===== src/rtl/mem_port_arbiter.sv =====
// Arbitrates instruction-fetch and data ports onto one single-port memory.
// Data has priority, bounded by a starvation counter; stuck accesses are ended by a timeout.
module mem_port_arbiter #(
  parameter int ADDR_W  = 32,
  parameter int TIMEOUT = 255
) (
  input  logic              clk,
  input  logic              reset,
  input  logic              if_req,
  input  logic [ADDR_W-1:0] if_addr,
  input  logic              if_flush,
  output logic              if_done,
  output logic [31:0]       if_rdata,
  input  logic              d_req,
  input  logic              d_we,
  input  logic [ADDR_W-1:0] d_addr,
  input  logic [31:0]       d_wdata,
  output logic              d_done,
  output logic [31:0]       d_rdata,
  output logic              mem_req,
  output logic              mem_we,
  output logic [ADDR_W-1:0] mem_addr,
  output logic [31:0]       mem_wdata,
  input  logic              mem_ack,
  input  logic [31:0]       mem_rdata,
  output logic              if_stall,
  output logic              d_stall,
  output logic              err
);

  typedef enum logic [1:0] {IDLE, BUSY_I, BUSY_D, DONE} state_t;

  localparam logic [15:0] TMO_LAST   = 16'(TIMEOUT - 1);
  localparam logic [1:0]  STARVE_MAX = 2'd2;

  state_t      state;
  state_t      state_nxt;
  logic [1:0]  starve_cnt;
  logic [15:0] tmo_cnt;
  logic        cancel;
  logic        grant_i;
  logic        grant_d;
  logic        busy;
  logic        tmo_hit;
  logic        finish;

  function automatic logic [1:0] starve_inc(input logic [1:0] cnt);
    return (cnt >= STARVE_MAX) ? STARVE_MAX : cnt + 2'd1;
  endfunction

  // Fetch wins only when data has been granted twice in a row over a waiting fetch.
  always_comb begin
    grant_i = if_req & ~if_flush & (~d_req | (starve_cnt == STARVE_MAX));
    grant_d = d_req & ~grant_i;
    busy    = (state == BUSY_I) | (state == BUSY_D);
    tmo_hit = busy & ~mem_ack & (tmo_cnt >= TMO_LAST);
    finish  = busy & (mem_ack | tmo_hit);
  end

  always_comb begin
    state_nxt = state;
    unique case (state)
      IDLE: begin
        if (grant_i)      state_nxt = BUSY_I;
        else if (grant_d) state_nxt = BUSY_D;
      end
      BUSY_I, BUSY_D: begin
        if (finish) state_nxt = DONE;
      end
      DONE:    state_nxt = IDLE;
      default: state_nxt = IDLE;
    endcase
  end

  always_ff @(posedge clk) begin
    if (reset) state <= IDLE;
    else       state <= state_nxt;
  end

  assign mem_req  = busy;
  assign if_stall = if_req & ~if_done;
  assign d_stall  = d_req & ~d_done;

  always_ff @(posedge clk) begin
    if (reset) begin
      starve_cnt <= '0;
      tmo_cnt    <= '0;
      cancel     <= 1'b0;
      err        <= 1'b0;
      if_done    <= 1'b0;
      d_done     <= 1'b0;
      mem_we     <= 1'b0;
      mem_addr   <= '0;
      mem_wdata  <= '0;
      if_rdata   <= '0;
      d_rdata    <= '0;
    end else begin
      if_done <= 1'b0;
      d_done  <= 1'b0;
      if (state == IDLE) begin
        tmo_cnt <= '0;
        cancel  <= 1'b0;
        if (grant_i) begin
          mem_addr   <= if_addr;
          mem_we     <= 1'b0;
          mem_wdata  <= '0;
          starve_cnt <= '0;
        end else if (grant_d) begin
          mem_addr  <= d_addr;
          mem_we    <= d_we;
          mem_wdata <= d_wdata;
          if (if_req) starve_cnt <= starve_inc(starve_cnt);
        end
      end
      if (busy) begin
        if (!mem_ack) tmo_cnt <= tmo_cnt + 16'd1;
        if (state == BUSY_I) cancel <= cancel | if_flush;
        if (finish) begin
          mem_we <= 1'b0;
          if (tmo_hit) err <= 1'b1;
          // A flush arriving on the completing cycle still cancels the fetch.
          if (state == BUSY_I) begin
            if_rdata <= tmo_hit ? 32'h0 : mem_rdata;
            if_done  <= ~(cancel | if_flush);
          end else begin
            d_rdata <= tmo_hit ? 32'h0 : mem_rdata;
            d_done  <= 1'b1;
          end
        end
      end
    end
  end

endmodule


===== config.mk =====
export PLATFORM = sky130hd
export DESIGN_NAME = mem_port_arbiter
export DESIGN_NICKNAME = d
export VERILOG_FILES = /design/src/rtl/mem_port_arbiter.sv
export SDC_FILE = /design/constraint.sdc
export NUM_CORES = 1
export LEC_CHECK = 0
export ABC_AREA = 1
export BUFFER_PORTS_ARGS = -buffer_cell sky130_fd_sc_hd__buf_2
export CAP_MARGIN = 20
export CORE_ASPECT_RATIO = 0.5
export CORE_MARGIN = 2
export CORE_UTILIZATION = 52
export DETAILED_ROUTE_END_ITERATION = 10
export GPL_TIMING_DRIVEN = 0
export PLACE_DENSITY = 0.95
export SETUP_SLACK_MARGIN = 0.2
export SLEW_MARGIN = 25
export SYNTH_ARGS = -nofsm -noshare
export SYNTH_HDL_FRONTEND = slang
export SYNTH_SLANG_ARGS = --single-unit

===== constraint.sdc =====
create_clock -name clk -period 3.91 [get_ports clk]
set_clock_uncertainty 0.2 [all_clocks]
set_input_delay 0.9775 -clock clk [delete_from_list [all_inputs] [get_ports clk]]
set_output_delay 0.9775 -clock clk [all_outputs]
set_load 0.05 [all_outputs]

==> results.md <==
- Outcome: finished, final reports clean
- Ant diodes: 0
- Distinct cells, synth: 34
- Sw Share: 46.0%
- Full die area: 13,700 sq um
- Post-DRT Antenna Nets: 0
- Largest cells by area after synthesis: dfxtp_1 46%, nand2_1 9.2%, a21oi_1 7.2%
- Drt initial violations: 776
- Hold Vio Cnt, Final: 0
- Worst setup SP type: input port
- Routed WL: 21,600 um
- Clk buf depth: 2
- # setup viols final: 0
- Ys async rst share: 0%
- Router iterations before antenna repair: 5
- EDFF count, synth: 0
- Clock Power Share: 27.0%
- Rows: 29
- Worst hold slack: 0.256 ns
- Number of CTS-inserted buffers: 17
- Pins Over Slew Limit: 0
- Buffers on Ports: 268
- Final net count: 1,320
- Clk slew on worst S/H paths: 0.07 ns
- Worst slew pin tran: 0.661 ns
- Initial core utilization: 52.7%
- Per-cell routed wire length: 15.9 um
- CTS Hold Buffers Added: 0
- Die Y-Extent: 83.8 um
- Worst Setup Path Type: input port to primary output
- Avg Cell Area, Syn: 7.41 sq um
- Core area: 12,600 sq um
- Ratio of cells with drive above 1 in the final layout: 29.3%
- Worst setup EP type: primary output
- Seq cells post-synth: 153
- FILL cells: 972
- Yosys top cell area share: 46.3%
- Logic pwr share: 42.3%
- Post-cts resize count: 0
- Via/cell ratio: 5.48
- Synthesis-to-layout area growth: 33.0%
- Residual DRC: 0
- Synth cell count leaders: 162 x nand2_1, 153 x dfxtp_1, 114 x nor2_1
- Worst skew pair latency: 0.41 ns
- Chip width: 164 um
- Final Cycle Share: 68.2%
- TritonCTS clock tree: yes
- Data arrival, critical path: 1.49 ns
- Sw power: 0.00301 W
- I/O pins: 270
- Gpl congestion: 0.911
- Final Critical Period: 2.67 ns
- Worst EP required: 2.73 ns
- DP HPWL: 15,800 um
- Internal power: 0.00353 W
- Hold Crit Depth: 2
- Worst-path maximum fanout: 3
- Vias in the first global route: 7,265
- Reported max-cap violation count: 0
- Cells after Synth: 893
- Hold Path Class: flip-flop to flip-flop
- GRT Util Overall: 31.2%
- Synth Net Count: 1,033
- RSZ-0062 raised after global routing: false
- Power per cell area: 743 nW/um^2
- Max VDD drop: 463 uV
- DR vias: 7,476
- Sequential power share: 30.7%
- Mapped cell area: 6620 sq um
- H-tree lvl count: 4
- Slew HR: 55.9%
- Most instantiated library cell after synthesis: nand2_1
- Final core utilization: 70.1%
- Number of cells on the worst reg-to-reg path: 10
- First-pass GRT wire length: 34,400 um
- GRT overflow: 0
- Sequential fraction of the synthesis area: 46.3%
- Fmax: 375 MHz
- Leakage: 4.31 nW
- Root Buffer: clkbuf_16
- Largest net degree at the start of global routing: 17
- Post CTS Setup Buffer Count: 0
- Synthesis Warnings: 0
- Synth area leader: dfxtp_1
- Initial antenna violation count: 0
- Clock sink count: 153
- Predominant post-synthesis flop cell: dfxtp_1
- Sum Neg Setup Slack: 0 ns
## stage by stage
| stage | cells | worst slack [ns] | cell area (sq um) | power, W |
|---|---|---|---|---|
| floorplan | 893 | 1.07 | 6620 | 0.00403 |
| global placement | 1331 | 1.25 | 8170 | 0.00469 |
| detailed placement | 1331 | 1.25 | 8170 | 0.00475 |
| CTS | 1363 | 1.25 | 8800 | 0.00652 |
| global route | 1363 | 1.19 | 8800 | 0.00682 |
| finish | 1363 | 1.24 | 8800 | 0.00654 |
## cell usage in the layout, fill, tap and decap left out, types with 2 or more instances in the layout
cell | synthesis | final
a211oi_1 | 2 | 2
a21oi_1 | 95 | 95
buf_1 | 4 | 4
buf_2 | 19 | 287
buf_4 | 4 | 4
buf_6 | 5 | 5
bufinv_16 | 0 | 3
clkbuf_1 | 34 | 34
clkbuf_16 | 0 | 17
clkinvlp_4 | 0 | 2
dfxtp_1 | 153 | 153
ha_1 | 5 | 5
inv_1 | 66 | 66
inv_2 | 5 | 5
inv_4 | 2 | 2
inv_6 | 0 | 6
inv_8 | 0 | 2
nand2_1 | 162 | 162
nand2_2 | 2 | 2
nand2_4 | 2 | 2
nand3_1 | 44 | 44
nand4_1 | 52 | 52
nor2_1 | 114 | 114
nor2_4 | 4 | 4
nor3_1 | 6 | 6
o211ai_1 | 34 | 34
o21ai_0 | 58 | 58
o21ai_1 | 10 | 10
## flip-flops by register name, indices dropped and copies added (netlist names), 2 cells and up
register	cells
mem_wdata	32
if_rdata	32
mem_addr	32
starve_cnt	2
tmo_cnt	16
state	2
d_rdata	32
## power by group through the flow
stage | Sequential, W | Clock, W | Combinational [W]
floorplan | 0.00294 | 0 | 0.00109
global placement | 0.00202 | 0 | 0.00267
detailed placement | 0.00203 | 0 | 0.00272
CTS | 0.00200 | 0.00177 | 0.00274
global route | 0.00204 | 0.00184 | 0.00294
finish | 0.00201 | 0.00177 | 0.00277
## cells by family after synthesis
group	synth area share (%)
AND/OR/NAND/NOR	26.9
AO/OA/AOI/OAI	16.7
flip-flops	46.3
buffers and inverters	9.11
adder cells (fa/ha/maj)	0.945
XOR/XNOR	0.132
## critical path, stage by stage
cell	delay (ns)
buf_2	0.07
inv_1	0.06
nor2_1	0.10
buf_2	0.27
## metal layers
layer | global-route usage, % | routed length (um) | vias to the layer above
li1 | - | - | 3563
met1 | 39.0 | 8870 | 3459
met2 | 52.0 | 10300 | 387
met3 | 6.31 | 1710 | 67
met4 | 15.1 | 723 | 0
met5 | 0 | 0 | -
## area by class of cell
cell class,instances,area (sq um),area share [%]
sequential,153,3060,34.8
multi-input combinational,601,2950,33.6
timing repair buffer,268,1340,15.2
clock buffer,17,425,4.83
buffer,66,324,3.68
inverter,73,279,3.17
tap,170,213,2.42
clock inverter,15,205,2.33
## path summary, 6_finish.rpt
kind                                          startpoint                       end  slack [ns]
worst max-delay path                              if_req                  if_stall        1.24
worst min-delay path            d_rdata[12]$_SDFFE_PP0P_  d_rdata[12]$_SDFFE_PP0P_        0.26
worst max register to register     state[0]$_SDFFE_PP0P_     state[1]$_SDFFE_PP0P_        1.67
worst min register to register  d_rdata[12]$_SDFFE_PP0P_  d_rdata[12]$_SDFFE_PP0P_        0.26
Power figures use the tool's default switching activity.
